$ cat src/rtl/fp_addsub_pkg.sv
// Shared constants and types for the FP add/sub mantissa datapath.
// Default widths match single precision with three guard/round/sticky bits.
package fp_addsub_pkg;

  localparam int EXP_W_DEF  = 8;
  localparam int MANT_W_DEF = 24;
  localparam int GRS_W_DEF  = 3;

  localparam logic INV_SMALLER = 1'b0;
  localparam logic INV_B       = 1'b1;

  // Stage-1 bundle at the default widths; the pipe re-declares it per parameter set.
  typedef struct packed {
    logic [EXP_W_DEF-1:0]  abs_d;
    logic                  sign_d;
    logic                  zero_d;
    logic [1:0]            cmp;
    logic                  eff_op;
    logic                  inv_mode;
    logic [EXP_W_DEF-1:0]  exp_a;
    logic [EXP_W_DEF-1:0]  exp_b;
    logic [MANT_W_DEF-1:0] mant_a;
    logic [MANT_W_DEF-1:0] mant_b;
  } s1_bundle_t;

endpackage

$ cat src/rtl/fp_align_invert_pipe_if.sv
// Operand-in / aligned-mantissa-out handshake bundle for fp_align_invert_pipe.
// master drives operands and OutReady; slave is the pipe itself.
interface fp_align_invert_pipe_if
  import fp_addsub_pkg::*;
#(
  parameter int EXP_W  = EXP_W_DEF,
  parameter int MANT_W = MANT_W_DEF,
  parameter int GRS_W  = GRS_W_DEF
);
  localparam int W = MANT_W + GRS_W;

  logic              InValid;
  logic              InReady;
  logic              EffOp;
  logic              InvMode;
  logic [EXP_W-1:0]  ExpA;
  logic [EXP_W-1:0]  ExpB;
  logic [MANT_W-1:0] MantA;
  logic [MANT_W-1:0] MantB;

  logic              OutValid;
  logic              OutReady;
  logic [W-1:0]      MantL;
  logic [W-1:0]      MantS;
  logic              InvL;
  logic              InvS;
  logic              CarryIn;
  logic [EXP_W-1:0]  ExpOut;
  logic              Swapped;
  logic              ExactZero;

  modport master (
    output InValid, EffOp, InvMode, ExpA, ExpB, MantA, MantB, OutReady,
    input  InReady, OutValid, MantL, MantS, InvL, InvS, CarryIn, ExpOut, Swapped, ExactZero
  );

  modport slave (
    input  InValid, EffOp, InvMode, ExpA, ExpB, MantA, MantB, OutReady,
    output InReady, OutValid, MantL, MantS, InvL, InvS, CarryIn, ExpOut, Swapped, ExactZero
  );

endinterface

$ cat src/rtl/fp_sticky_shifter.sv
// Combinational logical right shift that folds every shifted-out bit into the LSB.
// Shift amounts at or beyond the width collapse the whole word into the sticky bit.
module fp_sticky_shifter #(
  parameter int W    = 27,
  parameter int SH_W = 8
) (
  input  logic [W-1:0]    din,
  input  logic [SH_W-1:0] shamt,
  output logic [W-1:0]    dout
);

  logic [31:0]  sh;
  logic [W-1:0] lost_mask;

  always_comb begin
    sh        = 32'(shamt);
    lost_mask = '0;
    dout      = '0;
    if (sh >= 32'(W)) begin
      dout = {{(W-1){1'b0}}, |din};
    end else begin
      lost_mask = ~({W{1'b1}} << sh);
      dout      = (din >> sh) | {{(W-1){1'b0}}, |(din & lost_mask)};
    end
  end

endmodule

$ cat src/rtl/fp_align_invert_pipe.sv
// Two-stage swap/align/invert front end of the FP mantissa adder: compares operands,
// routes the larger to the unshifted path, aligns the other with sticky, then inverts.
module fp_align_invert_pipe
  import fp_addsub_pkg::*;
#(
  parameter int EXP_W  = EXP_W_DEF,
  parameter int MANT_W = MANT_W_DEF,
  parameter int GRS_W  = GRS_W_DEF
) (
  input  logic                  clk,
  input  logic                  rst,
  fp_align_invert_pipe_if.slave bus
);

  localparam int W = MANT_W + GRS_W;

  typedef struct packed {
    logic [EXP_W-1:0]  abs_d;
    logic              sign_d;
    logic              zero_d;
    logic [1:0]        cmp;
    logic              eff_op;
    logic              inv_mode;
    logic [EXP_W-1:0]  exp_a;
    logic [EXP_W-1:0]  exp_b;
    logic [MANT_W-1:0] mant_a;
    logic [MANT_W-1:0] mant_b;
  } s1_t;

  function automatic logic [EXP_W:0] exp_diff(input logic [EXP_W-1:0] a,
                                               input logic [EXP_W-1:0] b);
    return {1'b0, a} - {1'b0, b};
  endfunction

  function automatic logic [EXP_W-1:0] abs_mag(input logic [EXP_W:0] d);
    logic [EXP_W:0] neg;
    neg = -d;
    return d[EXP_W] ? neg[EXP_W-1:0] : d[EXP_W-1:0];
  endfunction

  function automatic logic [W-1:0] cond_invert(input logic [W-1:0] v, input logic inv);
    return v ^ {W{inv}};
  endfunction

  logic             s2_ready;
  logic             vld_p1;
  logic             vld_p2;
  s1_t              s1_next;
  s1_t              s1_p1;
  logic [EXP_W:0]   diff;

  logic             swapped;
  logic [MANT_W-1:0] mant_big;
  logic [MANT_W-1:0] mant_small;
  logic [W-1:0]     aligned;
  logic             inv_l;
  logic             inv_s;
  logic             exact_zero;

  logic [W-1:0]     mant_l_p2;
  logic [W-1:0]     mant_s_p2;
  logic             inv_l_p2;
  logic             inv_s_p2;
  logic [EXP_W-1:0] exp_out_p2;
  logic             swapped_p2;
  logic             exact_zero_p2;

  assign s2_ready    = ~vld_p2 | bus.OutReady;
  assign bus.InReady = ~vld_p1 | s2_ready;

  always_comb begin
    diff             = exp_diff(bus.ExpA, bus.ExpB);
    s1_next          = '0;
    s1_next.sign_d   = diff[EXP_W];
    s1_next.zero_d   = (diff == '0);
    s1_next.abs_d    = abs_mag(diff);
    s1_next.cmp      = {bus.MantA > bus.MantB, bus.MantA < bus.MantB};
    s1_next.eff_op   = bus.EffOp;
    s1_next.inv_mode = bus.InvMode;
    s1_next.exp_a    = bus.ExpA;
    s1_next.exp_b    = bus.ExpB;
    s1_next.mant_a   = bus.MantA;
    s1_next.mant_b   = bus.MantB;
  end

  // Stage 1: exponent difference and mantissa compare
  always_ff @(posedge clk or posedge rst) begin
    if (rst) begin
      vld_p1 <= 1'b0;
      s1_p1  <= '0;
    end else if (bus.InReady) begin
      vld_p1 <= bus.InValid;
      if (bus.InValid) s1_p1 <= s1_next;
    end
  end

  // Equal exponents with equal mantissas keep operand A on the large path.
  assign swapped    = s1_p1.sign_d | (s1_p1.zero_d & s1_p1.cmp[0]);
  assign mant_big   = swapped ? s1_p1.mant_b : s1_p1.mant_a;
  assign mant_small = swapped ? s1_p1.mant_a : s1_p1.mant_b;
  assign exact_zero = s1_p1.eff_op & s1_p1.zero_d & (s1_p1.cmp == 2'b00);

  fp_sticky_shifter #(
    .W    (W),
    .SH_W (EXP_W)
  ) u_shift (
    .din   ({mant_small, {GRS_W{1'b0}}}),
    .shamt (s1_p1.abs_d),
    .dout  (aligned)
  );

  always_comb begin
    if (s1_p1.inv_mode == INV_B) begin
      inv_s = s1_p1.eff_op & ~swapped;
      inv_l = s1_p1.eff_op & swapped;
    end else begin
      inv_s = s1_p1.eff_op;
      inv_l = 1'b0;
    end
  end

  // Stage 2: swap, align, invert
  always_ff @(posedge clk or posedge rst) begin
    if (rst) begin
      vld_p2        <= 1'b0;
      mant_l_p2     <= '0;
      mant_s_p2     <= '0;
      inv_l_p2      <= 1'b0;
      inv_s_p2      <= 1'b0;
      exp_out_p2    <= '0;
      swapped_p2    <= 1'b0;
      exact_zero_p2 <= 1'b0;
    end else if (s2_ready) begin
      vld_p2 <= vld_p1;
      if (vld_p1) begin
        mant_l_p2     <= cond_invert({mant_big, {GRS_W{1'b0}}}, inv_l);
        mant_s_p2     <= cond_invert(aligned, inv_s);
        inv_l_p2      <= inv_l;
        inv_s_p2      <= inv_s;
        exp_out_p2    <= swapped ? s1_p1.exp_b : s1_p1.exp_a;
        swapped_p2    <= swapped;
        exact_zero_p2 <= exact_zero;
      end
    end
  end

  assign bus.OutValid  = vld_p2;
  assign bus.MantL     = mant_l_p2;
  assign bus.MantS     = mant_s_p2;
  assign bus.InvL      = inv_l_p2;
  assign bus.InvS      = inv_s_p2;
  assign bus.CarryIn   = inv_l_p2 | inv_s_p2;
  assign bus.ExpOut    = exp_out_p2;
  assign bus.Swapped   = swapped_p2;
  assign bus.ExactZero = exact_zero_p2;

endmodule

$ cat src/flat_wrapper.sv
// flat-port wrapper written by rule: the top's interface ports become plain ports
module fp_align_invert_pipe_flat import fp_addsub_pkg::*;
#(
  parameter int EXP_W  = EXP_W_DEF,
  parameter int MANT_W = MANT_W_DEF,
  parameter int GRS_W  = GRS_W_DEF
)
  (clk, rst, bus_InValid, bus_EffOp, bus_InvMode, bus_ExpA, bus_ExpB, bus_MantA, bus_MantB, bus_OutReady, bus_InReady, bus_OutValid, bus_MantL, bus_MantS, bus_InvL, bus_InvS, bus_CarryIn, bus_ExpOut, bus_Swapped, bus_ExactZero);
  fp_align_invert_pipe_if #(.EXP_W(EXP_W), .MANT_W(MANT_W), .GRS_W(GRS_W)) bus_i ();
  input  logic clk;
  input  logic rst;
  input wire logic [$bits(bus_i.InValid)-1:0] bus_InValid;
  input wire logic [$bits(bus_i.EffOp)-1:0] bus_EffOp;
  input wire logic [$bits(bus_i.InvMode)-1:0] bus_InvMode;
  input wire logic [$bits(bus_i.ExpA)-1:0] bus_ExpA;
  input wire logic [$bits(bus_i.ExpB)-1:0] bus_ExpB;
  input wire logic [$bits(bus_i.MantA)-1:0] bus_MantA;
  input wire logic [$bits(bus_i.MantB)-1:0] bus_MantB;
  input wire logic [$bits(bus_i.OutReady)-1:0] bus_OutReady;
  output wire logic [$bits(bus_i.InReady)-1:0] bus_InReady;
  output wire logic [$bits(bus_i.OutValid)-1:0] bus_OutValid;
  output wire logic [$bits(bus_i.MantL)-1:0] bus_MantL;
  output wire logic [$bits(bus_i.MantS)-1:0] bus_MantS;
  output wire logic [$bits(bus_i.InvL)-1:0] bus_InvL;
  output wire logic [$bits(bus_i.InvS)-1:0] bus_InvS;
  output wire logic [$bits(bus_i.CarryIn)-1:0] bus_CarryIn;
  output wire logic [$bits(bus_i.ExpOut)-1:0] bus_ExpOut;
  output wire logic [$bits(bus_i.Swapped)-1:0] bus_Swapped;
  output wire logic [$bits(bus_i.ExactZero)-1:0] bus_ExactZero;
  assign bus_i.InValid = bus_InValid;
  assign bus_i.EffOp = bus_EffOp;
  assign bus_i.InvMode = bus_InvMode;
  assign bus_i.ExpA = bus_ExpA;
  assign bus_i.ExpB = bus_ExpB;
  assign bus_i.MantA = bus_MantA;
  assign bus_i.MantB = bus_MantB;
  assign bus_i.OutReady = bus_OutReady;
  assign bus_InReady = bus_i.InReady;
  assign bus_OutValid = bus_i.OutValid;
  assign bus_MantL = bus_i.MantL;
  assign bus_MantS = bus_i.MantS;
  assign bus_InvL = bus_i.InvL;
  assign bus_InvS = bus_i.InvS;
  assign bus_CarryIn = bus_i.CarryIn;
  assign bus_ExpOut = bus_i.ExpOut;
  assign bus_Swapped = bus_i.Swapped;
  assign bus_ExactZero = bus_i.ExactZero;
  fp_align_invert_pipe #(.EXP_W(EXP_W), .MANT_W(MANT_W), .GRS_W(GRS_W)) u_core (.clk(clk), .rst(rst), .bus(bus_i));
endmodule
$ cat config.mk
export PLATFORM = sky130hd
export DESIGN_NAME = fp_align_invert_pipe_flat
export DESIGN_NICKNAME = d
export VERILOG_FILES = /design/src/rtl/fp_addsub_pkg.sv /design/src/rtl/fp_align_invert_pipe_if.sv /design/src/rtl/fp_sticky_shifter.sv /design/src/rtl/fp_align_invert_pipe.sv /design/src/flat_wrapper.sv
export SDC_FILE = /design/constraint.sdc
export NUM_CORES = 1
export LEC_CHECK = 0
export BUFFER_PORTS_ARGS = -buffer_cell sky130_fd_sc_hd__buf_2
export CAP_MARGIN = 25
export CORE_MARGIN = 2
export CORE_UTILIZATION = 60
export CTS_BUF_LIST = sky130_fd_sc_hd__clkbuf_4 sky130_fd_sc_hd__clkbuf_8 sky130_fd_sc_hd__clkbuf_16
export DETAILED_ROUTE_END_ITERATION = 6
export PLACE_DENSITY = 0.95
export RECOVER_POWER = 50
export SYNTH_ARGS = -nofsm -noshare
export SYNTH_HDL_FRONTEND = slang
export SYNTH_SLANG_ARGS = --single-unit
$ cat constraint.sdc
create_clock -name clk -period 9.65 [get_ports clk]
set_input_delay 0 -clock clk [delete_from_list [all_inputs] [get_ports clk]]
set_output_delay 0 -clock clk [all_outputs]
set_load 0.02 [all_outputs]
==> summary.txt, run 1 <==
Run status
  – Outcome: finished with violations
  – Failing checks: DRC, capacitance limit, slew limit

Route
  – First DRT Iteration DRCs: 1313
  – Wirelength, routed: 31200 um
  – DRC viols: 1
  – Drt wl/cell: 21.8 um
  – Detail Route Antenna Nets: 0
  – DRT Pass-1 Iters: 7
  – Vias per inst: 6.44
  – DR vias: 9209

Setup path
  – Startpoint types: flip-flop
  – WS Path Type: flip-flop to flip-flop
  – Critical Path AT: 4.44 ns
  – Setup crit end kind: flip-flop
  – Crit-path max FO: 105
  – Worst path required time: 9.74 ns

Floorplan
  – Row Count: 46
  – Die outline area: 16900 um2
  – Die width: 130 um
  – Core Area: 15700 um2
  – IO Count: 139
  – Die Height: 130 um
  – Initial core utilization: 60.7%

Timing
  – Achievable frequency: 230 MHz
  – Worst Skew: 0.0108 ns
  – Slew Viols, Final: 234
  – Rel. slew slack: -155%
  – Setup TNS: 0 ns
  – Final Setup Violations: 0
  – Fin crit period: 4.36 ns
  – Fin Hold WS: 0.351 ns
  – Tcrit/Tclk final: 45.1%
  – RSZ-0062 raised after global routing: no
  – Slew @ Worst Pin: 3.83 ns
  – Final hold viol count: 0

Clock tree
  – Num CTS Buffers: 17
  – Setup Buffers After CTS: 0
  – Max clock buf depth: 2
  – H-tree depth: 4
  – Clock root cell: clkbuf_16
  – CTS Sinks: 143
  – CTS tree: built
  – Worst-path clk slew: 0.06 ns
  – Clock Latency Late Sink: 0.43 ns

Yosys
  – Mapped Avg Cell Area: 9.25 um2
  – Post-synth EDFFs: 0
  – Main flop type after synthesis: dfrtp_1
  – Post-synth cell types: 63
  – Register area share after synthesis: 37.5%
  – Cell taking the most area after synthesis: dfrtp_1
  – Yosys reg bits: 143
  – Yosys Warn Count: 0
  – Top cells by area, synth: dfrtp_1 38%, mux2i_1 7.6%, o21ai_0 6.0%
  – Syn Inst Count: 1032
  – Post-synth top cells: 151 x nand2_1, 143 x dfrtp_1, 115 x o21ai_0
  – Top-area cell type share of the netlist area: 37.5%
  – Net count after synthesis: 1136
  – Fraction of registers with async set/reset: 100%
  – Synthesized area: 9540 um2
  – Cell with the most instances after synthesis: nand2_1

Cells and area
  – Share of cells above drive strength 1: 15.3%
  – Finished Layout Cells: 1431
  – Post-route cell area: 11500 um2
  – Layout area overhead: 21.0%
  – Final core occ: 73.5%
  – Final #Nets: 1305

Power
  – Pwr dens: 234 nW/um2
  – Peak VDD IR: 0.156 mV
  – Leak Pwr: 5.07 nW

Placement
  – Placement Cell Area: 10300 um2
  – DP HPWL: 19400 um
  – Gpl congestion: 0.992
  – PortBufs: 138
  – Dpl cells: 1327

Run
  – Max cap viols: 3

Global route
  – Vias in the first global route: 8944
  – Initial antenna violation count: 2
  – Largest net degree at the start of global routing: 122
  – Grt ovf: 0
  – First-pass GRT wire length: 48400 um
  – All-Layer GR Usage: 37.6%

Worst hold path
  – Hold Path Class: primary input to flip-flop
through the flow:
| stage | power (mW) | setup slack, ns |
|---|---|---|
| after floorplan | 1.62 | 5.81 |
| after global placement | 1.92 | 6.33 |
| after detailed placement | 1.95 | 6.27 |
| after CTS | 2.66 | 6.25 |
| after global routing | 2.82 | 4.67 |
| final | 2.70 | 5.29 |
path summary, 6_finish.rpt:
check	startpoint	to	slack [ns]	cells after the start
setup / recovery	u_core.bus.OutValid$_DFFE_PP0P_	u_core.bus.MantL[12]$_DFFE_PP0P_	5.29	4
hold / removal	bus_MantA[13]	u_core.s1_p1[37]$_DFFE_PP0P_	0.35	3
setup reg to reg	u_core.bus.OutValid$_DFFE_PP0P_	u_core.bus.MantL[12]$_DFFE_PP0P_	5.29	4
hold reg to reg	u_core.bus.MantL[23]$_DFFE_PP0P_	u_core.bus.MantL[23]$_DFFE_PP0P_	0.48	2
max in group asynchronous	rst	u_core.s1_p1[21]$_DFFE_PP0P_	6.63	4
min in group asynchronous	rst	u_core.bus.MantL[3]$_DFFE_PP0P_	1.03	3
metal layers:
layer  track usage [%]  wire length (um)  vias to the layer above
li1                  -                 -                     4023
met1              48.2             11900                     4390
met2              61.2             14800                      650
met3              7.63              2880                      146
met4              18.7              1570                        0
met5                 0                 0                        -
flip-flops by register name, indices dropped and copies added (netlist names):
register              cells
u_core.vld_p1             1
u_core.s1_p1             78
u_core.bus.Swapped        1
u_core.bus.OutValid       1
u_core.bus.MantS         27
u_core.bus.MantL         25
u_core.bus.InvS           1
u_core.bus.ExactZero      1
u_core.bus.ExpOut         8
cells in the final DEF, fill, tap and decap left out, types with 3 or more instances in the layout:
cell type and instances:
o31ai_1 7, mux2_1 4, clkbuf_1 72, nor3_1 28, and3_1 7, buf_4 9, a211oi_1 7, clkbuf_16 17
and2_1 6, nand4_1 13, buf_2 69, xnor2_1 55, a31oi_1 23, bufinv_16 3, nand2b_1 5, or3_1 4
dlygate4sd3_1 70, a22oi_1 7, mux2_2 38, o2bb2ai_1 3, mux2i_1 72, nand3_1 23, mux4_2 25, inv_1 41
o21bai_1 3, a21oi_1 26, nor2_1 54, dfrtp_1 142, o21ai_0 115, a21o_1 11, ha_1 33, clkinvlp_4 4
nor4_1 5, nand2_1 149, nor2b_1 9, o21a_1 4
critical path: stages (launching register included):
cell      delay [ns]
dfrtp_1         0.38
nand2b_1        0.11
nand2_2         0.07
clkbuf_1        2.61
o21ai_0         0.77
cells by family (layout without fill, tap and decap cells):
group | Yosys count | count (layout) | share of synthesized area (%)
XOR/XNOR | 57 | 57 | 5.23
AND/OR/NAND/NOR | 312 | 312 | 14.5
other | 0 | 2 | 0
multiplexers | 139 | 139 | 18.4
adder cells (fa/ha/maj) | 34 | 34 | 4.54
AO/OA/AOI/OAI | 232 | 232 | 14.8
flip-flops | 143 | 143 | 37.5
buffers and inverters | 115 | 296 | 4.98
what timing repair did:
| action | 4_1_cts | 5_1_grt |
|---|---|---|
| endpoints found under the hold margin | 139 | 0 |
| hold buffers | 70 | 0 |
| resized for setup | 0 | 0 |
final cells by class:
class / instances / area (um2)
Multi-Input combinational cell: 774 / 5500
Fill cell: 1097 / 4170
Sequential cell: 143 / 3580
Timing Repair Buffer: 221 / 1410
Inverter: 44 / 166
Tap cell: 216 / 270
Antenna cell: 2 / 5.00
Clock inverter: 12 / 160
Clock buffer: 19 / 453
power breakdown:
group	switching (mW)	internal, mW
Clock	0.278	0.421
Sequential	0.151	0.733
Combinational	0.703	0.415
Total	1.13	1.57
No activity file was read; power rests on OpenSTA's default activity.
==> run 2, diff against run 1 <==
Settings changed: CORE_UTILIZATION 60 to 53, PLACE_DENSITY 0.95 to 0.9.
Clock period 9.65 ns to 3.79 ns, I/O delays scaled along.
==> summary.txt, run 2 (synthesis gave the netlist of run 1 again) <==
Cells and area
  – Multi-input gate area in the final layout: 5500 um2
  – Share of cells above drive strength 1: 16.8%
  – Number of flip-flops in the largest register: 78
  – Largest Register: u_core.s1_p1
  – Most frequent cells in the layout: 149 x nand2_1, 142 x dfrtp_1, 115 x o21ai_0
  – Layout fillers: 1371
  – Layout area overhead: 22.8%
  – Register area: 3580 um2
  – Most common cell after layout, fill and taps aside: nand2_1
  – Final #Nets: 1316

Setup path
  – Critical Path AT: 3.77 ns
  – Cell family with most CP delay: multiplexers
  – Crit-path max FO: 24
  – CP cell instances: a21oi_4, buf_4, mux4_2, mux4_2, mux2_2, a32oi_1, nor2_1, xnor2_1, o21ai_0
  – Most used cell, CP: mux4_2
  – Slowest CP cell: a21oi_4
  – Crit-path max cell delay: 0.68 ns
  – Setup crit end kind: flip-flop
  – Worst path required time: 4.14 ns
  – WS Path Type: flip-flop to flip-flop
  – Startpoint types: flip-flop
  – Worst path bufs/invs: 1

Timing
  – Rel. slew slack: -31.8%
  – Achievable frequency: 292 MHz
  – Fin crit period: 3.42 ns
  – Tcrit/Tclk final: 90.3%
  – Final Setup Violations: 0
  – Slew @ Worst Pin: 1.98 ns
  – Setup TNS: 0 ns
  – Final worst setup slack: 0.367 ns
  – Slew Viols, Final: 144
  – Final hold viol count: 0
  – Worst Skew: 0.0104 ns
  – RSZ-0062 raised after global routing: no

Floorplan
  – IO Count: 139
  – Initial core utilization: 53.5%
  – Die Height: 138 um
  – Core Area: 17800 um2
  – Die outline area: 19100 um2
  – Row Count: 49
  – Die width: 138 um

Route
  – DRT Pass-1 Iters: 6
  – Vias per inst: 6.11
  – Met2 wire len: 14100 um
  – Drt wl/cell: 20.7 um
  – Wirelength, routed: 30100 um
  – DR vias: 8889
  – First DRT Iteration DRCs: 1314
  – Top layer in use: met5
  – Metal1 wirelength: 12400 um
  – Met3 Routed Length: 2470 um
  – Detail Route Antenna Nets: 0
  – DRC viols: 0

Placement
  – Gpl congestion: 1.00
  – DP HPWL: 20300 um
  – PortBufs: 138
  – Pre-CTS WS: 0.436 ns

Clock tree
  – CTS Sinks: 143
  – Num CTS Buffers: 17
  – Setup Buffers After CTS: 0
  – CTS tree: built
  – # hold bufs at CTS: 70
  – H-tree depth: 4
  – Clock Latency Late Sink: 0.43 ns
  – Clock root cell: clkbuf_16
  – Post-CTS Resized: 0
  – Worst-path clk slew: 0.06 ns
  – Max clock buf depth: 2

Global route
  – All-Layer GR Usage: 31.4%
  – First-pass GRT wire length: 48000 um
  – Largest net degree at the start of global routing: 144
  – Initial antenna violation count: 2
  – Grt ovf: 0
  – Vias in the first global route: 8894

Worst hold path
  – Hold Path Class: primary input to flip-flop

Power
  – Pwr dens: 604 nW/um2
  – Clock Power Share: 27.7%
  – Psw: 2.86 mW
  – Comb pwr share: 40.5%
  – Peak VDD IR: 0.354 mV
  – Switching part of the total: 40.4%
  – Internal power: 4.22 mW
  – Sequential share of power: 31.8%
  – Leak Pwr: 5.18 nW

Run status
  – Outcome: finished with violations
  – Failing checks: capacitance limit, slew limit

Run
  – Max cap viols: 1
==> run 2: changes by cell type in the layout (fill, tap and decap cells not counted), sizes merged <==
cell      delta
buf         +14
bufinv       +3
clkbuf       -3
clkinvlp     -4
diode        -1
inv          +2
==> run 2: worst paths after layout <==
kind | start | endpoint | slack (ns) | cells after the start
max | u_core.s1_p1[68]$_DFFE_PP0P_ | u_core.bus.MantS[10]$_DFFE_PP0P_ | 0.37 | 9
min | bus_MantA[21] | u_core.s1_p1[45]$_DFFE_PP0P_ | 0.36 | 3
max reg2reg | u_core.s1_p1[68]$_DFFE_PP0P_ | u_core.bus.MantS[10]$_DFFE_PP0P_ | 0.37 | 9
min reg2reg | u_core.bus.MantS[11]$_DFFE_PP0P_ | u_core.bus.MantS[11]$_DFFE_PP0P_ | 0.48 | 2
max in group asynchronous | rst | u_core.s1_p1[72]$_DFFE_PP0P_ | 1.54 | 4
min in group asynchronous | rst | u_core.bus.MantL[6]$_DFFE_PP0P_ | 0.83 | 4
==> run 2: metal layers <==
metal | vias up | GRT usage [%]
met5 | - | 0
met4 | 2 | 11.1
met3 | 94 | 6.20
met2 | 469 | 51.0
met1 | 4284 | 42.4
li1 | 4040 | -
==> run 2: layout make-up <==
class | count | area share (%)
inverter | 44 | 1.44
clock inverter | 13 | 1.96
antenna | 1 | 0.0214
clock buffer | 19 | 3.81
multi-input combinational | 774 | 46.9
sequential | 143 | 30.5
tap | 229 | 2.44
timing repair buffer | 232 | 12.9
==> run 2: power by group through the flow <==
| stage | logic, mW | clock network, mW | registers [mW] |
|---|---|---|---|
| 2_1_floorplan | 1.77 | 0 | 2.36 |
| 3_3_place_gp | 2.74 | 0 | 2.23 |
| 3_5_place_dp | 2.78 | 0 | 2.25 |
| 4_1_cts | 2.85 | 1.96 | 2.23 |
| 5_1_grt | 3.08 | 2.03 | 2.29 |
| 6_report | 2.87 | 1.96 | 2.25 |
==> run 2: worst min-delay path: stages <==
cell and delay (ns):
dlygate4sd3_1 0.51, buf_2 0.11, mux2_2 0.13
==> run 2: metrics by stage <==
step / cell area [um2] / power [mW] / instances / hold WS, ns / util, %
2_1_floorplan: 9550 / 4.12 / 1032 / 0.108 / -
3_3_place_gp: 10400 / 4.98 / 1351 / 0.250 / 58.3
3_5_place_dp: 10400 / 5.03 / 1351 / 0.257 / 58.3
4_1_cts: 11800 / 7.04 / 1453 / 0.347 / 66.1
5_1_grt: 11700 / 7.40 / 1455 / 0.372 / 65.7
6_report: 11700 / 7.08 / 1455 / 0.359 / 65.7
==> run 3, diff against run 2 <==
Settings changed: CELL_PAD_IN_SITES_DETAIL_PLACEMENT set to 0, CELL_PAD_IN_SITES_GLOBAL_PLACEMENT set to 2, CORE_UTILIZATION 53 to 33.
==> summary.txt, run 3 (synthesis gave the netlist of run 1 again) <==
Global route
  – Vias in the first global route: 8204
  – Met3 Use GR: 3.83%
  – Global Route met1 Usage: 28.1%
  – First-pass GRT wire length: 47200 um
  – GR met2 Demand/Resource: 30.6%
  – Grt ovf: 0
  – All-Layer GR Usage: 19.9%
  – Largest net degree at the start of global routing: 121
  – Initial antenna violation count: 0
  – Gr busiest metal: met2

Clock tree
  – Worst-path clk slew: 0.07 ns
  – # hold bufs at CTS: 70
  – Num CTS Buffers: 17
  – Clock root cell: clkbuf_16
  – Max clock buf depth: 2
  – CTS tree: built
  – Post-CTS Resized: 0
  – Clock Latency Late Sink: 0.44 ns
  – CTS Sinks: 143
  – Setup Buffers After CTS: 0
  – H-tree depth: 4

Setup path
  – Setup crit end kind: flip-flop
  – Startpoint types: flip-flop
  – Critical Path AT: 3.45 ns
  – Crit-path max FO: 17
  – WS Path Type: flip-flop to flip-flop
  – Worst path required time: 4.15 ns

Power
  – Pwr Total: 7.05 mW
  – Psw: 2.82 mW
  – Switching part of the total: 40.0%
  – Pwr dens: 590 nW/um2
  – Comb pwr share: 40.7%
  – Leak Pwr: 5.19 nW
  – Peak VDD IR: 0.337 mV
  – Clock Power Share: 28.1%
  – Sequential share of power: 31.2%
  – Internal power: 4.23 mW

Timing
  – Final hold viol count: 0
  – Final worst setup slack: 0.707 ns
  – Achievable frequency: 324 MHz
  – Slew Viols, Final: 77
  – Setup TNS: 0 ns
  – Fin crit period: 3.08 ns
  – Slew @ Worst Pin: 1.97 ns
  – Final Setup Violations: 0
  – Tcrit/Tclk final: 81.4%
  – Rel. slew slack: -31.3%
  – Worst Skew: 0.0134 ns
  – RSZ-0062 raised after global routing: no

Route
  – Drt wl/cell: 18.4 um
  – Wirelength, routed: 29700 um
  – First DRT Iteration DRCs: 669
  – Detail Route Antenna Nets: 0
  – DRC viols: 0
  – DRT Pass-1 Iters: 5
  – DR vias: 8405
  – Vias per inst: 5.22

Run
  – Max cap viols: 1

Floorplan
  – Initial core utilization: 33.3%
  – Die Height: 174 um
  – Row Count: 62
  – Core Area: 28600 um2
  – IO Count: 139
  – Die width: 174 um
  – Die outline area: 30300 um2

Worst hold path
  – Hold Path Class: primary input to asynchronous set/reset pin

Placement
  – Gpl congestion: 0.950
  – Pre-CTS WS: 0.748 ns
  – Dpl cells: 1508
  – PortBufs: 138
  – DP HPWL: 21300 um

Cells and area
  – Share of cells above drive strength 1: 16.7%
  – Most common cell after layout, fill and taps aside: nand2_1
  – Finished Layout Cells: 1610
  – Multi-input gate area in the final layout: 5500 um2
  – Final #Nets: 1318
  – Most frequent cells in the layout: 149 x nand2_1, 143 x dfrtp_1, 115 x o21ai_0
  – Layout fillers: 2878
  – Largest Register: u_core.s1_p1
  – Final core occ: 41.7%
  – Number of inserted diodes: 0
  – Number of flip-flops in the largest register: 78
  – Register area: 3580 um2
  – Layout area overhead: 25.2%

Run status
  – Outcome: finished with violations
  – Failing checks: capacitance limit, slew limit
[run 3: layer usage]
| metal | wire (um) | vias up |
|---|---|---|
| li1 | - | 4043 |
| met1 | 13700 | 4047 |
| met2 | 13600 | 276 |
| met3 | 1720 | 39 |
| met4 | 604 | 0 |
| met5 | 0 | - |
[run 3: worst paths after layout]
kind,start,endpoint,slack (ns),cells past startpoint
setup / recovery,u_core.s1_p1[66]$_DFFE_PP0P_,u_core.bus.MantS[10]$_DFFE_PP0P_,0.71,9
hold / removal,rst,u_core.s1_p1[27]$_DFFE_PP0P_,0.29,3
setup reg to reg,u_core.s1_p1[66]$_DFFE_PP0P_,u_core.bus.MantS[10]$_DFFE_PP0P_,0.71,9
hold reg to reg,u_core.bus.MantS[22]$_DFFE_PP0P_,u_core.bus.MantS[22]$_DFFE_PP0P_,0.47,2
max in group asynchronous,rst,u_core.s1_p1[52]$_DFFE_PP0P_,1.09,4
min in group clk,bus_MantA[21],u_core.s1_p1[45]$_DFFE_PP0P_,0.35,3
[run 3: cell type report]
class                   instances  share of cell area, %
clock buffers                  19                   3.74
clock inverters                12                   1.93
inverters                      44                   1.39
multi-input cells             774                   46.1
flip-flops and latches        143                   30.0
well taps                     384                   4.02
repair buffers                234                   12.9
[run 3: critical path, stage by stage, from the launching register on]
cell	delay, ns
dfrtp_1	0.43
a21oi_4	0.54
mux2i_1	0.51
mux2i_1	0.19
mux4_2	0.54
mux2_2	0.28
a32oi_1	0.15
nor2_1	0.07
xnor2_1	0.13
o21ai_0	0.17
[run 3: metrics by stage]
| stage | cell area, um2 | hold slack (ns) |
|---|---|---|
| finish | 11900 | 0.293 |
| global route | 11900 | 0.353 |
| CTS | 12000 | 0.175 |
| detailed placement | 10600 | 0.0820 |
| global placement | 10600 | 0.0760 |
| floorplan | 9550 | 0.108 |
[run 3: power by group through the flow]
| stage | Clock (mW) | Sequential, mW | Combinational [mW] |
|---|---|---|---|
| 2_1_floorplan | 0 | 2.36 | 1.77 |
| 3_3_place_gp | 0 | 2.21 | 2.84 |
| 3_5_place_dp | 0 | 2.22 | 2.85 |
| 4_1_cts | 2.02 | 2.19 | 2.91 |
| 5_1_grt | 2.08 | 2.25 | 3.12 |
| 6_report | 1.98 | 2.20 | 2.87 |
